===== src/rtl/hold_readout_pkg.sv =====
// Shared types and width helpers for the hold_readout buffer.
// Optional zero-latency bypass is enabled with the HOLD_READOUT_BYPASS_EN macro.
package hold_readout_pkg;

    typedef enum logic [1:0] {
        EMPTY   = 2'b00,
        PARTIAL = 2'b01,
        FULL    = 2'b10
    } state_e;

    // Pointer width for a buffer of d words; count needs one extra bit to reach d.
    function automatic int ptr_w(input int d);
        return (d > 1) ? $clog2(d) : 1;
    endfunction

endpackage


===== src/rtl/hold_readout_mem.sv =====
// Word storage for hold_readout: one synchronous write port, one asynchronous read port.
module hold_readout_mem
    import hold_readout_pkg::*;
#(
    parameter int word_size = 32,
    parameter int depth     = 4
) (
    input  logic                      clk,
    input  logic                      we,
    input  logic [ptr_w(depth)-1:0]   waddr,
    input  logic [word_size-1:0]      wdata,
    input  logic [ptr_w(depth)-1:0]   raddr,
    output logic [word_size-1:0]      rdata
);

    logic [word_size-1:0] mem [depth];

    // NOTE: storage has no reset; validity is tracked by the pointers and state, so
    // resetting the array would only add reset fanout.
    always_ff @(posedge clk) begin
        if (we) begin
            mem[waddr] <= wdata;
        end
    end

    assign rdata = mem[raddr];

endmodule


===== src/rtl/hold_readout.sv =====
// First-word-fall-through read buffer with valid/ready output, occupancy and sticky overflow.
// Define HOLD_READOUT_BYPASS_EN to let a write into an empty buffer reach the consumer the same cycle.
module hold_readout
    import hold_readout_pkg::*;
#(
    parameter int word_size = 32,
    parameter int depth     = 4
) (
    input  logic                        clk,
    input  logic                        reset_n,
    input  logic [word_size-1:0]        input_data,
    input  logic                        write,
    input  logic                        clear,
    output logic [word_size-1:0]        output_data,
    output logic                        out_valid,
    input  logic                        out_ready,
    output logic [$clog2(depth):0]      count,
    output logic                        full,
    output logic                        empty,
    output logic                        overflow
);

    localparam int AW = ptr_w(depth);
    localparam int CW = $clog2(depth) + 1;

    state_e                 state_q, state_d;
    logic [AW-1:0]          wr_ptr_q, wr_ptr_d;
    logic [AW-1:0]          rd_ptr_q, rd_ptr_d;
    logic [CW-1:0]          count_q, count_d;
    logic                   overflow_q, overflow_d;
    logic [word_size-1:0]   last_q, last_d;

    logic [word_size-1:0]   mem_rdata;
    logic                   head_valid;
    logic                   pop;
    logic                   push;
    logic                   bypass;

    hold_readout_mem #(
        .word_size (word_size),
        .depth     (depth)
    ) u_mem (
        .clk   (clk),
        .we    (push),
        .waddr (wr_ptr_q),
        .wdata (input_data),
        .raddr (rd_ptr_q),
        .rdata (mem_rdata)
    );

    assign head_valid = (state_q != EMPTY);

`ifdef HOLD_READOUT_BYPASS_EN
    assign bypass = (state_q == EMPTY) && write && out_ready && !clear;
`else
    assign bypass = 1'b0;
`endif

    // A full buffer still accepts a write when the head leaves in the same cycle.
    assign pop  = head_valid && out_ready && !clear;
    assign push = write && !clear && !bypass && ((state_q != FULL) || pop);

    // NOTE: every always_comb output gets a default first so no path leaves it
    // unassigned, which would otherwise infer a latch.
    always_comb begin
        state_d    = state_q;
        wr_ptr_d   = wr_ptr_q;
        rd_ptr_d   = rd_ptr_q;
        count_d    = count_q;
        overflow_d = overflow_q;

        if (clear) begin
            state_d    = EMPTY;
            wr_ptr_d   = '0;
            rd_ptr_d   = '0;
            count_d    = '0;
            overflow_d = 1'b0;
        end else begin
            if (push) wr_ptr_d = wr_ptr_q + AW'(1);
            if (pop)  rd_ptr_d = rd_ptr_q + AW'(1);
            count_d = count_q + CW'(push) - CW'(pop);

            if (write && (state_q == FULL) && !pop) begin
                overflow_d = 1'b1;
            end

            unique case (state_q)
                EMPTY: begin
                    if (push) state_d = PARTIAL;
                end
                PARTIAL: begin
                    if (pop && !push && (count_q == CW'(1))) begin
                        state_d = EMPTY;
                    end else if (push && !pop && (count_q == CW'(depth - 1))) begin
                        state_d = FULL;
                    end
                end
                FULL: begin
                    if (pop && !push) state_d = PARTIAL;
                end
                default: state_d = EMPTY;
            endcase
        end
    end

    always_comb begin
        out_valid   = head_valid || bypass;
        output_data = last_q;
        if (bypass) begin
            output_data = input_data;
        end else if (head_valid) begin
            output_data = mem_rdata;
        end
        // Remember the last word shown so output_data holds once the buffer drains.
        last_d = out_valid ? output_data : last_q;
    end

    // NOTE: sequential state uses non-blocking assignments so every flop samples
    // the pre-edge values regardless of statement order.
    always_ff @(posedge clk or negedge reset_n) begin
        if (!reset_n) begin
            state_q    <= EMPTY;
            wr_ptr_q   <= '0;
            rd_ptr_q   <= '0;
            count_q    <= '0;
            overflow_q <= 1'b0;
            last_q     <= '0;
        end else begin
            state_q    <= state_d;
            wr_ptr_q   <= wr_ptr_d;
            rd_ptr_q   <= rd_ptr_d;
            count_q    <= count_d;
            overflow_q <= overflow_d;
            last_q     <= last_d;
        end
    end

    assign count    = count_q;
    assign full     = (state_q == FULL);
    assign empty    = (state_q == EMPTY);
    assign overflow = overflow_q;

endmodule


===== config.mk =====
export PLATFORM = sky130hd
export DESIGN_NAME = hold_readout
export DESIGN_NICKNAME = d
export VERILOG_FILES = /design/src/rtl/hold_readout_pkg.sv /design/src/rtl/hold_readout_mem.sv /design/src/rtl/hold_readout.sv
export SDC_FILE = /design/constraint.sdc
export NUM_CORES = 1
export LEC_CHECK = 0
export CAP_MARGIN = 25
export CORE_MARGIN = 3
export CORE_UTILIZATION = 60
export CTS_CLUSTER_DIAMETER = 120
export DETAILED_ROUTE_END_ITERATION = 8
export GPL_TIMING_DRIVEN = 0
export PLACE_DENSITY = 0.83
export SYNTH_ARGS = -nofsm -noshare
export SYNTH_HDL_FRONTEND = slang
export SYNTH_SLANG_ARGS = --single-unit

===== constraint.sdc =====
create_clock -name clk -period 5.16 [get_ports clk]
set_input_delay 1.032 -clock clk [delete_from_list [all_inputs] [get_ports clk]]
set_output_delay 1.032 -clock clk [all_outputs]
set_load 0.01 [all_outputs]

Word level (Yosys, flattened, before mapping)
Memory sizes are Yosys's and may differ from the RTL's.
Cells that the tools add are included.
{"block": "word_totals", "ff_bits": 42, "latchBits": 0, "ramBits": 128, "romBits": 0, "input_bits": 37, "output_inout_bits": 39, "wordCells": 55, "mem_count": 1}
{"name": "u_mem.mem", "words": 4, "width": 32, "read_ports": 1, "rd_clocked_by_memory_dff": 0, "wr": 1, "line_no": "hold_readout_mem.sv:16", "rtl": "logic [word_size-1:0] mem [depth];"}
{"block": "classes", "add_sub_neg": 4, "mul": 0, "n_div": 0, "order_cmp": 0, "n_eq_ne": 8, "shift": 0, "mux": 16, "n_bitwise": 0, "reduce_logical": 20}
{"operator": "$mux W32", "count": 1}
{"operator": "$mux W2", "count": 9}
{"operator": "$logic_and A1 B1 Y1", "count": 10}
{"operator": "$reduce_bool A2 Y1", "count": 4}
{"operator": "$ne A3 B2 Y1 const B", "count": 2}
{"operator": "$pmux W2 S3", "count": 1}
{"operator": "$add A2 B1 Y2 const B", "count": 2}
{"operator": "$mux W1", "count": 4}
{"operator": "$ne A4 B4 Y1 const B", "count": 1}
{"operator": "$add A3 B1 Y3", "count": 1}
{"operator": "$eq A3 B1 Y1 const B", "count": 1}
{"operator": "$eq A3 B2 Y1 const B", "count": 1}
{"operator": "$logic_not A1 Y1", "count": 3}
{"operator": "$mux W3", "count": 1}
{"operator": "$reduce_and A3 Y1", "count": 1}
{"operator": "$sub A3 B1 Y3", "count": 1}
{"operator": "$eq A2 B1 Y1 const B", "count": 1}
{"operator": "$eq A2 B2 Y1 const B", "count": 1}
{"operator": "$logic_not A2 Y1", "count": 1}
{"operator": "$ne A2 B2 Y1 const B", "count": 1}
{"operator": "$logic_or A1 B1 Y1", "count": 1}

Depth between registers and ports, before layout
Gate-level depths: netlist of the first run.
{"block": "depth", "depth_word": 11, "mapped_depth": 10, "ltp_nobuf": 10}

Modules after synthesis
Synthesis of the first run repeated with hierarchy kept, for this count alone.
{"block": "unflattened", "cells_unflattened": 331, "area_unflattened_um2": 6979.2}
{"mod": "hold_readout_mem", "instances": 1, "cells_each": 171, "area_each_um2": 4689.5, "seq_area_each_um2": 3843.7}
{"mod": "hold_readout", "instances": 1, "cells_each": 160, "area_each_um2": 2289.7, "seq_area_each_um2": 1051.0}

Worst setup path after synthesis of the first run
Ideal clock, no wire load.
{"block": "synth_timing", "kind": "in2reg", "from": "input write", "to": "register count_q[2], in the netlist count[2]", "setup_ps": 132, "arrival_time_ps": 2627, "required_time_ps": 5028, "setup_slack_ps": 2401, "path_stages": 10, "n_path_buf": 0, "path_cell_list": "inv_1 > nor3_1 > inv_1 > ha_1 > inv_1 > ha_1 > inv_1 > fa_1 > xnor2_1 > nor2_1"}
{"block": "synth_via", "elab_chain_cells": 5}
{"item": "start: declaration", "line_no": "hold_readout.sv:12", "rtl": "input logic write,"}
{"item": "$logic_and A1 B1 Y1 (2 in a row)", "line_no": "hold_readout.sv:61", "rtl": "assign push = write && !clear && !bypass && ((state_q != FULL) || pop);"}
{"item": "$add A3 B1 Y3", "line_no": "hold_readout.sv:81", "rtl": "count_d = count_q + CW'(push) - CW'(pop);"}
{"item": "$sub A3 B1 Y3", "line_no": "hold_readout.sv:81"}
{"item": "$mux W3", "line_no": "hold_readout.sv:72", "rtl": "if (clear) begin"}
{"item": "net count_d[2]", "line_no": "hold_readout.sv:29", "rtl": "logic [CW-1:0] count_q, count_d;"}
{"item": "end signal: assignment", "line_no": "hold_readout.sv:132", "rtl": "count_q <= count_d;"}
{"item": "end: declaration", "line_no": "hold_readout.sv:29"}
The timed path passes the listed nets, and every way through them passes these cells.
A chain may end at the register's enable or synchronous reset.

Worst setup path in the final report of the first run
{"block": "layout_timing", "from": "register state_q[1]", "to": "output output_data[21]"}
{"block": "layout_via", "elab_chain_cells": 2}
{"item": "start: declaration", "line_no": "hold_readout.sv:26", "rtl": "state_e state_q, state_d;"}
{"item": "start signal: assignment", "line_no": "hold_readout.sv:129", "rtl": "state_q <= state_d;"}
{"item": "$reduce_bool A2 Y1", "line_no": "hold_readout.sv:51", "rtl": "assign head_valid = (state_q != EMPTY);"}
{"item": "$mux W32", "line_no": "hold_readout.sv:111", "rtl": "end else if (head_valid) begin"}
{"item": "end: declaration", "line_no": "hold_readout.sv:14", "rtl": "output logic [word_size-1:0] output_data,"}
No other way between the ends.

==> out/results.txt, run 1 <==
TritonCTS built the clock tree. Along the worst path, the maximum fanout reaches 10. The total clock buffers created by CTS was 17; the CTS sink count was 170.

The total core area was 0.0109 mm²; the slew at the pin with the worst max-slew slack was 0.935 ns. After routing, the total negative slack on setup checks comes to 0 ns. After floorplanning, the core was divided into 38 placement rows. The post-detailed-route DRC marker count was 0.

Ranked by total cell area, the synthesized netlist is headed by edfxtp_1 (57%), dfrtp_1 (16%), mux2i_1 (9.5%). Worst clock skew: 0.00633 ns. The top cell type's share of synthesized area came out at 0.568. The critical path capture point type was an output pin.

Max-cap violations in this run came to 0. The analysis attributes to cell leakage a power of 2.82 nW. Final core utilization: 0.759. The worst hold path belongs to the class flip-flop to flip-flop. Setup repair after global routing left no endpoint under its margin. The run gives 14.8 mm as the aggregate routed wire length. Fraction of registers with async set/reset: 0.247. The post-route minimum period was 3.83 ns; the wire length of the first global-routing pass was 23.4 mm. Most common cell after layout, fill and taps aside: edfxtp_1.

The post-synthesis net count was 457; the antenna cell count was 0. Relative to the synthesized area, the layout overhead comes to 22.6%. The flow ran to the end, and the final reports show no timing, DRC or antenna violations. In this run, post-CTS hold repair placed 0 buffers.

The final hold violation count is 0, and the post-route fraction of the period consumed by the critical path is 0.742. The sequential share of power is 0.490. The logs give 0.00677 mm² for the post-synthesis instance area and 411 for the cell count after synthesis. During I/O placement, the number of pins put on the boundary was 76. The cell sitting at the root of the clock tree is a clkbuf_16. The share of total power in the clock network came out at 0.384.

Among all flip-flop cells after synthesis, the most frequent one is edfxtp_1. The count of routing violations after the opening detailed-route iteration is 356, and the overall die area is 0.0126 mm². For the combinational group share of total power, the log shows 0.126. The average instance in the mapped netlist occupies 16.5 µm². The critical path in this run is classified as flip-flop to output pin.

The die is 112 µm tall. At the end of the flow, the number of nets in the layout was 552. The peak ir drop on the vdd network is 0.000241 V, and the switching part of the total power is 0.234. The start of the worst register-to-register path was state_q[1].

The die is 112 µm wide. The total routing usage reported by global routing was 0.246. The total power density per cell area is 390 mW/mm².

After detailed routing, the met3 layer carries 892 µm of wire. The average wire length per cell after detail routing was 22.4 µm; the data required time at the worst endpoint was 4.13 ns. The number of vias in the routed layout is 4,132, and the maximum count of clock buffers along a single path is 2. Entering global routing, the biggest net connects 33 pins.

The run gives 2.48 mW as the internal power. In this run, post-CTS repair resized a total of 0 instances. Post-synthesis register bit count: 170.

The congestion estimate from routability-driven global placement came to 0.739. After synthesis, the netlist uses 30 different library cells. The count of pins over their slew limit came out at 0. The sequential share of the synthesized area was 0.723; the via count of the first global-routing pass was 4,553.

Dividing the detail-routed via count by the number of cells gives 6.27. In this run the worst setup path begins at state_q[1]. After detailed routing, the met2 layer carries 7.79 mm of wire.

The launch instance of the worst min-delay path was overflow. The tightest slew margin relative to the limit was 0.377. The run gives 0 as the number of buffers added for setup after CTS. The number of antenna violations at the first check in global routing was 0. The highest metal layer used by the detailed router was met4. The library cells used most frequently in the layout, excluding fill and tap cells, are edfxtp_1 (128), clkdlybuf4s50_1 (74), mux2i_1 (64), a221oi_1 (64), dfrtp_1 (42). Data on the critical path arrives at its endpoint at 2.80 ns. Based on the critical path, the design can be clocked at up to 261 MHz. The top cell type by total area after synthesis is edfxtp_1. The H-tree generated during clock tree synthesis spans 4 levels. The run gives 0.619 as the initial standard-cell utilization of the core. The count of buffers added on input and output ports is 75. STA classifies the critical path startpoint as a flip-flop. The number of search-and-repair iterations in the first detailed-routing pass is 4, and the total overflow reported by the global router is 0. The tools report the final setup violation count as 0. For this design the total switching power over the nets is 757 µW. The post-DP HPWL was 8.66 mm; the remaining antenna violation count after routing was 0.

The number of synthesized flops with an enable pin was 128; the Yosys warning count was 0. The clock reaches the later pin of the worst-skew pair after 0.42 ns. The ratio of cells with drive above 1 in the final layout works out to 0.119. The met1 wire length is 5.85 mm, and the clock transition time at the flip-flop clock pins of the worst setup and hold paths is 0.06 ns.
-- synthesized netlist by cell type, types with 4 or more instances --
cell,n
a221oi_1,64
and2_1,4
ha_1,8
buf_6,8
mux2i_1,64
edfxtp_1,128
dfrtp_1,42
clkbuf_1,4
buf_2,13
nor2_1,41
inv_1,9
-- state kept, by name, summed over array words and instances, names as in the netlist --
signal,cells
u_mem.mem,128
last_q,32
count,3
rd_ptr_q,2
state_q,2
wr_ptr_q,2
overflow,1
-- cell families (layout without fill, tap and decap cells) --
group	Yosys count	after routing	synth area share
XOR/XNOR	4	4	0.00517
AO/OA/AOI/OAI	72	72	0.0904
buffers and inverters	34	142	0.0301
adder cells (fa/ha/maj)	9	9	0.0177
AND/OR/NAND/NOR	57	57	0.0375
multiplexers	65	65	0.0963
flip-flops	170	170	0.723
-- metal layers --
layer / vias up / track usage
li1: 1825 / -
met1: 2132 / 0.303
met2: 149 / 0.426
met3: 26 / 0.0658
met4: 0 / 0.0817
met5: - / 0
-- power groups by stage --
| stage | sequential [mW] | clock (mW) | combinational [mW] |
|---|---|---|---|
| after detailed placement | 1.61 | 0 | 0.405 |
| after global placement | 1.61 | 0 | 0.388 |
| after floorplan | 1.61 | 0 | 0.196 |
| after CTS | 1.59 | 1.26 | 0.412 |
| after global routing | 1.59 | 1.32 | 0.440 |
| final | 1.59 | 1.24 | 0.408 |
-- worst paths after layout --
path                              endpoint  slack (ns)  cells past startpoint
setup / recovery           output_data[21]        1.33                      7
hold / removal                    overflow        0.51                      2
setup reg to reg                  count[2]        2.60                     10
hold reg to reg                   overflow        0.51                      2
max in group asynchronous         count[1]        4.00                      2
min in group asynchronous       last_q[16]        0.61                      1
-- per-stage QoR --
stage / cells / instance area, µm² / hold WS (ns) / power (mW) / worst slack (ns)
after floorplan: 411 / 6770 / 0.526 / 1.80 / 2.40
after global placement: 626 / 7700 / 0.481 / 2.00 / 1.17
after detailed placement: 627 / 7720 / 0.501 / 2.02 / 1.59
after CTS: 659 / 8300 / 0.520 / 3.26 / 1.35
after global routing: 659 / 8300 / 0.555 / 3.35 / 1.19
final: 659 / 8300 / 0.514 / 3.24 / 1.33
-- area by class of cell --
class | count | area, µm²
repair buffers | 76 | 766
inverters | 9 | 33.8
flip-flops and latches | 170 | 4890
clock buffers | 18 | 439
plain buffers | 25 | 170
fillers | 667 | 2630
multi-input cells | 207 | 1680
well taps | 140 | 175
clock inverters | 14 | 148
-- critical path: stages (launching register included) --
cell,delay (ns)
dfrtp_1,0.44
or2_1,0.27
buf_6,0.14
inv_1,0.11
nor2_2,0.12
buf_2,0.24
a221oi_1,0.43
clkdlybuf4s50_1,0.62
No activity file was read; power rests on OpenSTA's default activity.
==> run 2: changes to the inputs <==
--- a/config.mk
+++ b/config.mk
@@ -7,11 +7,11 @@
 export LEC_CHECK = 0
 export CAP_MARGIN = 25
 export CORE_MARGIN = 3
-export CORE_UTILIZATION = 60
+export CORE_UTILIZATION = 56
 export CTS_CLUSTER_DIAMETER = 120
 export DETAILED_ROUTE_END_ITERATION = 8
 export GPL_TIMING_DRIVEN = 0
-export PLACE_DENSITY = 0.83
+export PLACE_DENSITY = 0.78
 export SYNTH_ARGS = -nofsm -noshare
 export SYNTH_HDL_FRONTEND = slang
 export SYNTH_SLANG_ARGS = --single-unit
==> constraint.sdc (replaced) <==
create_clock -name clk -period 3.61 [get_ports clk]
set_input_delay 0.722 -clock clk [delete_from_list [all_inputs] [get_ports clk]]
set_output_delay 0.722 -clock clk [all_outputs]
set_load 0.01 [all_outputs]
==> out/results.txt, run 2 (same netlist as run 1, synthesis figures left out) <==
The sequential share of power was 0.475 (was 0.490); the number of flip-flops in the largest register was 128 (unchanged). For the number of antenna violations at the first check in global routing, the log shows 0 (unchanged). The placement row count is 39 (was 38).

The total power density per cell area was 570 mW/mm² (was 390 mW/mm²). Highest-count cells in the layout ignoring fill and taps: edfxtp_1 (128), clkdlybuf4s50_1 (74), mux2i_1 (64), a221oi_1 (63), dfrtp_1 (42) (was edfxtp_1 (128), clkdlybuf4s50_1 (74), mux2i_1 (64), a221oi_1 (64), dfrtp_1 (42)). The CTS sink count is 170 (unchanged). Highest fanout seen on the critical path: 10 (unchanged).

The slew at the pin with the worst max-slew slack is 0.924 ns (was 0.935 ns). The width of the chip works out to 116 µm (was 112 µm). The share of total power in the clock network is 0.404 (was 0.384), and the final estimated routing congestion in global placement is 0.738 (was 0.739).

Master of the slowest instance on the critical path: clkdlybuf4s50_1 (unchanged). The aggregate routed wire length is 14.4 mm (was 14.8 mm). The arrival time of data at the critical path endpoint is 2.76 ns (was 2.80 ns).

The logs give 0 (unchanged) for the post-cts repair resize count and 0.42 ns (about the same) for the worst-skew pair later-pin latency. Crit-path cells: or2_1, buf_6, inv_1, nor2_2, buf_2, a221oi_1, clkdlybuf4s50_1 (unchanged). The run gives 552 (unchanged) as the number of nets in the layout. The register ranked first by flip-flop count was u_mem.mem (unchanged). For the combinational group share of total power, the log shows 0.121 (was 0.126).

The tools report the post-DP HPWL as 8.30 mm (was 8.66 mm). The final setup violation count came out at 0 (unchanged). The tightest slew margin relative to the limit was 0.384 (was 0.377). Worst min-delay path class: primary input to asynchronous set/reset pin (was flip-flop to flip-flop). Height of the die: 116 µm (was 112 µm). The total core area is 0.0116 mm² (was 0.0109 mm²), and the number of top-level pins is 76 (unchanged). The run gives 4 (unchanged) as the maximum level of the CTS H-tree. The clock transition time at the flip-flop clock pins of the worst setup and hold paths came out at 0.06 ns (about the same). The antenna cell count was 0 (unchanged). The number of cell instances on the worst register-to-register path works out to 10 (unchanged). The total cell area at the placement stage was 0.00772 mm² (about the same); the number of buffers added for setup after CTS was 0 (unchanged). The tools report the leakage power as 2.85 nW (was 2.82 nW). For the peak ir drop on the vdd network, the log shows 0.000329 V (was 0.000241 V). The longest individual stage delay on the worst path came out at 0.62 ns (about the same).

The clock tree root buffer cell is clkbuf_16 (unchanged). The flow ran to the end, and the final reports show no timing, DRC or antenna violations. TritonCTS built the clock tree. Setup repair after global routing left no endpoint under its margin. Timing would allow up to 287 MHz.

The tools report the pin count of the biggest net entering global routing as 36 (was 33). Final standard cell area without fillers: 0.00837 mm² (was 0.00830 mm²). Class of the most critical setup path: flip-flop to output pin (unchanged). The number of input and output port buffers inserted was 75 (unchanged). For the number of vias in the routed layout, the log shows 4,017 (was 4,132).

The total overflow reported by the global router is 0 (unchanged). The run gives 366 (was 356) as the count of routing violations after the opening detailed-route iteration. Number of vias per cell after detailed routing: 6.07 (was 6.27).

The internal power was 3.72 mW (was 2.48 mW); the switching part of the total power was 0.220 (was 0.234). The run gives 0 (unchanged) as the final hold violation count. The data required time at the worst endpoint was 2.89 ns (was 4.13 ns). Most common cell after layout, fill and taps aside: edfxtp_1 (unchanged).

The post-cts hold buffer count was 0 (unchanged); the post-detailed-route DRC marker count was 0 (unchanged). For the worst clock skew, the log shows 0.00796 ns (was 0.00633 ns). The critical path capture point type was an output pin (unchanged). The post-route fraction of the period consumed by the critical path is 0.964.

The initial standard-cell utilization of the core came out at 0.583 (was 0.619). The switching power summed over all nets is 1.05 mW (was 757 µW). The via count of the first global-routing pass was 4,170 (was 4,553). The number of search-and-repair iterations in the first detailed-routing pass was 5 (was 4). The post-route minimum period was 3.48 ns. Max-capacitance violation count: 0 (unchanged). The wire length of the first global-routing pass was 22.1 mm (was 23.4 mm).

The maximum count of clock buffers along a single path is 2 (unchanged). The remaining antenna violation count after routing is 0 (unchanged), and the total clock buffers created by CTS is 17 (unchanged). For the overall die area, the log shows 0.0134 mm² (was 0.0126 mm²).

The total routing usage reported by global routing is 0.225 (was 0.246). The synthesis-to-layout area growth works out to 23.5% (was 22.6%). The final core utilization is 0.720 (was 0.759). The count of pins over their slew limit was 0 (unchanged); the ratio of cells with drive above 1 in the final layout was 0.116 (was 0.119). The tools report the kind of start point of the critical path as a flip-flop (unchanged). The average wire length per cell after detail routing came out at 21.7 µm (was 22.4 µm).
## run 2: through the flow
stage / worst slack [ns] / hold slack [ns] / power [mW] / TNS, ns / std cells
2_1_floorplan: 1.16 / 0.426 / 2.58 / 0 / 411
4_1_cts: 0.0335 / 0.140 / 4.79 / 0 / 662
3_3_place_gp: -0.0973 / 0.481 / 2.86 / -10.74 / 629
5_1_grt: 0.0163 / 0.142 / 4.94 / 0 / 662
3_5_place_dp: 0.352 / 0.499 / 2.88 / 0 / 630
6_report: 0.130 / 0.147 / 4.77 / 0 / 662
## run 2: cell type report
cell class / count / area (µm²)
Inverter: 9 / 33.8
Buffer: 25 / 170
Multi-Input combinational cell: 207 / 1680
Clock inverter: 11 / 168
Tap cell: 143 / 179
Timing Repair Buffer: 76 / 766
Sequential cell: 170 / 4890
Clock buffer: 21 / 470
Fill cell: 749 / 3250
## run 2: worst max-delay path, delay by kind of cell (launching register included)
kind,cells,cell delay [ns]
DFF,1,0.45
and+or+nand+nor,2,0.39
AOI/OAI and AO/OA,1,0.41
buffers and inverters,4,1.09
## run 2: layer usage
| layer | vias to the layer above | GRT usage | part of all wire |
|---|---|---|---|
| li1 | 1819 | - | - |
| met1 | 2027 | 0.297 | 0.41 |
| met2 | 159 | 0.373 | 0.51 |
| met3 | 12 | 0.0548 | 0.068 |
| met4 | 0 | 0.0688 | 0.0099 |
| met5 | - | 0 | 0 |
## run 2: worst paths after layout
path	start	endpoint	slack, ns
min reg2reg	overflow	overflow	0.51
min in group clk	overflow	overflow	0.51
max reg2reg	state_q[1]	count[2]	1.03
max in group asynchronous	reset_n	last_q[29]	2.97
min	reset_n	last_q[17]	0.15
max	state_q[1]	output_data[31]	0.13
## run 2: power groups by stage
stage | Combinational (mW) | Clock [mW] | Sequential [mW]
final | 0.578 | 1.93 | 2.27
after global routing | 0.627 | 2.03 | 2.28
after CTS | 0.583 | 1.94 | 2.27
after detailed placement | 0.574 | 0 | 2.30
after global placement | 0.557 | 0 | 2.30
after floorplan | 0.280 | 0 | 2.30
==> run 3: changes to the inputs <==
--- a/config.mk
+++ b/config.mk
@@ -5,12 +5,12 @@
 export SDC_FILE = /design/constraint.sdc
 export NUM_CORES = 1
 export LEC_CHECK = 0
+export ABC_AREA = 1
 export CAP_MARGIN = 25
 export CORE_MARGIN = 3
 export CORE_UTILIZATION = 56
 export CTS_CLUSTER_DIAMETER = 120
 export DETAILED_ROUTE_END_ITERATION = 8
-export GPL_TIMING_DRIVEN = 0
 export PLACE_DENSITY = 0.78
 export SYNTH_ARGS = -nofsm -noshare
 export SYNTH_HDL_FRONTEND = slang
==> out/results.txt, run 3 <==
Setup repair after global routing left no endpoint under its margin. TritonCTS built the clock tree. The final setup violation count is 0 (unchanged), and the number of synthesized flops with an enable pin is 128 (unchanged).

The final estimated routing congestion in global placement was 0.769 (was 0.738). The post-synthesis net count is 640 (was 457), and the final hold violation count is 0 (unchanged). Most common cell after layout, fill and taps aside: nand2_1 (was edfxtp_1).

The logs give 0.218 ns (was 0.147 ns) for the worst slack on hold paths and 0.42 ns (about the same) for the worst-skew pair later-pin latency. The sequential share of the synthesized area is 0.717 (was 0.723), and the post-cts hold buffer count is 0 (unchanged). The via count of the first global-routing pass came out at 4,412 (was 4,170).

The aggregate routed wire length was 13.5 mm (was 14.4 mm). The tools report the post-DP HPWL as 7.99 mm (was 8.30 mm). Largest cells by area after synthesis: edfxtp_1 (56%), dfrtp_1 (15%), nand2_1 (7.7%) (was edfxtp_1 (57%), dfrtp_1 (16%), mux2i_1 (9.5%)). The tools report the data required time at the worst endpoint as 2.89 ns (about the same).

The number of flip-flops in the largest register is 128 (unchanged), and the number of different library cells in the post-synthesis netlist is 25 (was 30). Highest-count cells in the layout ignoring fill and taps: nand2_1 (140), edfxtp_1 (128), nor2_1 (106), clkdlybuf4s50_1 (74), o21ai_0 (71) (was edfxtp_1 (128), clkdlybuf4s50_1 (74), mux2i_1 (64), a221oi_1 (63), dfrtp_1 (42)). The number of vias per cell after detailed routing came out at 5.35 (was 6.07). Height of the die: 116 µm (about the same). Class of the most critical setup path: flip-flop to output pin (unchanged).

The post-detailed-route DRC marker count came out at 0 (unchanged). The total core area is 0.0117 mm² (was 0.0116 mm²), and the slew at the pin with the worst max-slew slack is 0.701 ns (was 0.924 ns). The highest fanout seen on the critical path is 38 (was 10). The run finished with clean final reports. The top cell type's share of synthesized area is 0.563 (was 0.568). The register ranked first by flip-flop count is u_mem.mem (unchanged).

Post-route fraction of the period consumed by the critical path: 0.923 (was 0.964). Overall die area: 0.0136 mm² (was 0.0134 mm²). The average wire length per cell after detail routing came out at 16.3 µm (was 21.7 µm). The tools report the kind of start point of the critical path as a flip-flop (unchanged). The worst clock skew is 0.00686 ns (was 0.00796 ns), and the placement row count is 39 (unchanged). For the combined area of the multi-input logic cells, the log shows 0.00171 mm² (was 0.00168 mm²). The logs give 0 (unchanged) for the total overflow reported by the global router and 594 (was 411) for the cell count after synthesis. The logs give 1 (was 0) for the number of antenna violations at the first check in global routing and 0 ns (unchanged) for the aggregate negative setup slack.

Leading post-synthesis cells by instance count: nand2_1 (140), edfxtp_1 (128), nor2_1 (110) (was edfxtp_1 (128), a221oi_1 (64), mux2i_1 (64)). The most common cell in the synthesized netlist is nand2_1 (was edfxtp_1). Remaining antenna violation count after routing: 0 (unchanged).

For the count of pins over their slew limit, the log shows 0 (unchanged). The highest attainable clock frequency is 300 MHz (was 287 MHz). The number of nets in the layout is 717 (was 552), and the max-capacitance violation count is 0 (unchanged). The number of top-level pins came out at 76 (unchanged). The total routing usage reported by global routing is 0.214 (was 0.225). The ratio of cells with drive above 1 in the final layout works out to 0.0833 (was 0.116). Most common flop cell mapped by yosys: edfxtp_1 (unchanged). The post-synthesis register bit count is 170 (unchanged), and the number of buffers added for setup after CTS is 0 (unchanged). The top cell type by total area after synthesis was edfxtp_1 (unchanged). The peak ir drop on the vdd network came out at 0.000445 V (was 0.000329 V). The arrival time of data at the critical path endpoint is 2.61 ns (was 2.76 ns), and the total power density per cell area is 782 mW/mm² (was 570 mW/mm²). The width of the chip was 116 µm (about the same); the sequential cell area was 0.00490 mm² (was 0.00489 mm²). For the number of search-and-repair iterations in the first detailed-routing pass, the log shows 4 (was 5). The number of vias in the routed layout was 4,431 (was 4,017); the post-route minimum period was 3.33 ns (was 3.48 ns). The number of input and output port buffers inserted was 75 (unchanged). The tools report the post-cts repair resize count as 0 (unchanged).

The wire length of the first global-routing pass was 21.7 mm (was 22.1 mm); the maximum level of the CTS H-tree was 4 (unchanged). The run gives 6.50 mW (was 4.77 mW) as the overall power of the completed layout. The critical path capture point type is an output pin (unchanged). The synthesis-to-layout area growth is 21.7% (was 23.5%), and the fraction of registers with async set/reset is 0.247 (unchanged). Clock tree root buffer cell: clkbuf_16 (unchanged). The logs give 0 (unchanged) for the Yosys warning count and 0.532 (was 0.384) for the tightest slew margin relative to the limit. The logs give 0.585 (was 0.583) for the initial standard-cell utilization of the core and 326 (was 366) for the count of routing violations after the opening detailed-route iteration.

Mean post-synth cell area: 11.5 µm² (was 16.5 µm²). Worst min-delay path class: primary input to asynchronous set/reset pin (unchanged). The run gives 3.33 nW (was 2.85 nW) as the leakage power. The post-synthesis instance area is 0.00683 mm² (was 0.00677 mm²), and the number of fill cells is 800 (was 749). The maximum count of clock buffers along a single path was 2 (unchanged); the clock transition time at the flip-flop clock pins of the worst setup and hold paths was 0.06 ns (about the same).

The pin count of the biggest net entering global routing was 65 (was 36). The total clock buffers created by CTS is 17 (unchanged), and the CTS sink count is 170 (unchanged).
[run 3: cell count changes in the layout (fill, tap and decap cells not counted), sizes merged, moves of 3 or more]
cell,delta
a221oi,-64
mux2i,-64
clkinv,-3
buf,-11
and2,-5
nand3,+5
bufinv,-3
inv,+12
nor2,+69
nand4,+3
o21ai,+97
nand2,+142
[run 3: per-layer routing]
metal  share of wire  track usage  up-vias
met2            0.50        0.352      130
met4           0.023        0.104        0
met1            0.42        0.272     2127
met5               0            0        -
li1                -            -     2150
met3           0.050       0.0456       24
[run 3: kinds of logic (layout without fill, tap and decap cells)]
group	count (synthesis)	in the layout	synth area share
AOI/OAI and AO/OA	102	102	0.0748
adders and majority gates	9	9	0.0176
xor gates and xnor gates	2	2	0.00257
DFF	170	170	0.717
buffers and inverters	49	139	0.0374
other	0	1	0
and+or+nand+nor	262	262	0.151
[run 3: report_power, final]
part / switching [mW] / internal (mW)
Combinational: 1.24 / 0.941
Sequential: 0.106 / 2.42
Clock: 0.699 / 1.09
[run 3: through the flow]
stage	cells	cell area [µm²]	setup slack [ns]	utilization
after floorplan	594	6830	0.537	-
after global placement	794	7690	0.555	0.660
after detailed placement	794	7690	0.497	0.660
after CTS	826	8290	0.269	0.711
after global routing	828	8310	0.101	0.713
final	828	8310	0.277	0.713
[run 3: worst paths after layout]
kind | from | end | slack (ns) | cells past startpoint
min in group clk | last_q[22] | last_q[22] | 0.47 | 2
min reg2reg | last_q[22] | last_q[22] | 0.47 | 2
max | rd_ptr_q[1] | output_data[13] | 0.28 | 7
min | reset_n | last_q[14] | 0.22 | 1
max reg2reg | state_q[0] | count[2] | 1.09 | 12
max in group asynchronous | reset_n | rd_ptr_q[0] | 2.89 | 2
[run 3: final cells by class]
class / instances / area share
Clock buffer: 26 / 0.0649
Tap cell: 143 / 0.0215
Antenna cell: 1 / 0.000301
Sequential cell: 170 / 0.589
Inverter: 21 / 0.0101
Timing Repair Buffer: 86 / 0.101
Multi-Input combinational cell: 375 / 0.206
Clock inverter: 6 / 0.00692
[run 3: critical path, cell delays in order, from the launching register on]
cell	delay [ns]
dfrtp_1	0.37
inv_2	0.44
buf_4	0.31
o21ai_0	0.11
o21ai_1	0.23
nand2_1	0.10
nand2_1	0.07
clkdlybuf4s50_1	0.53
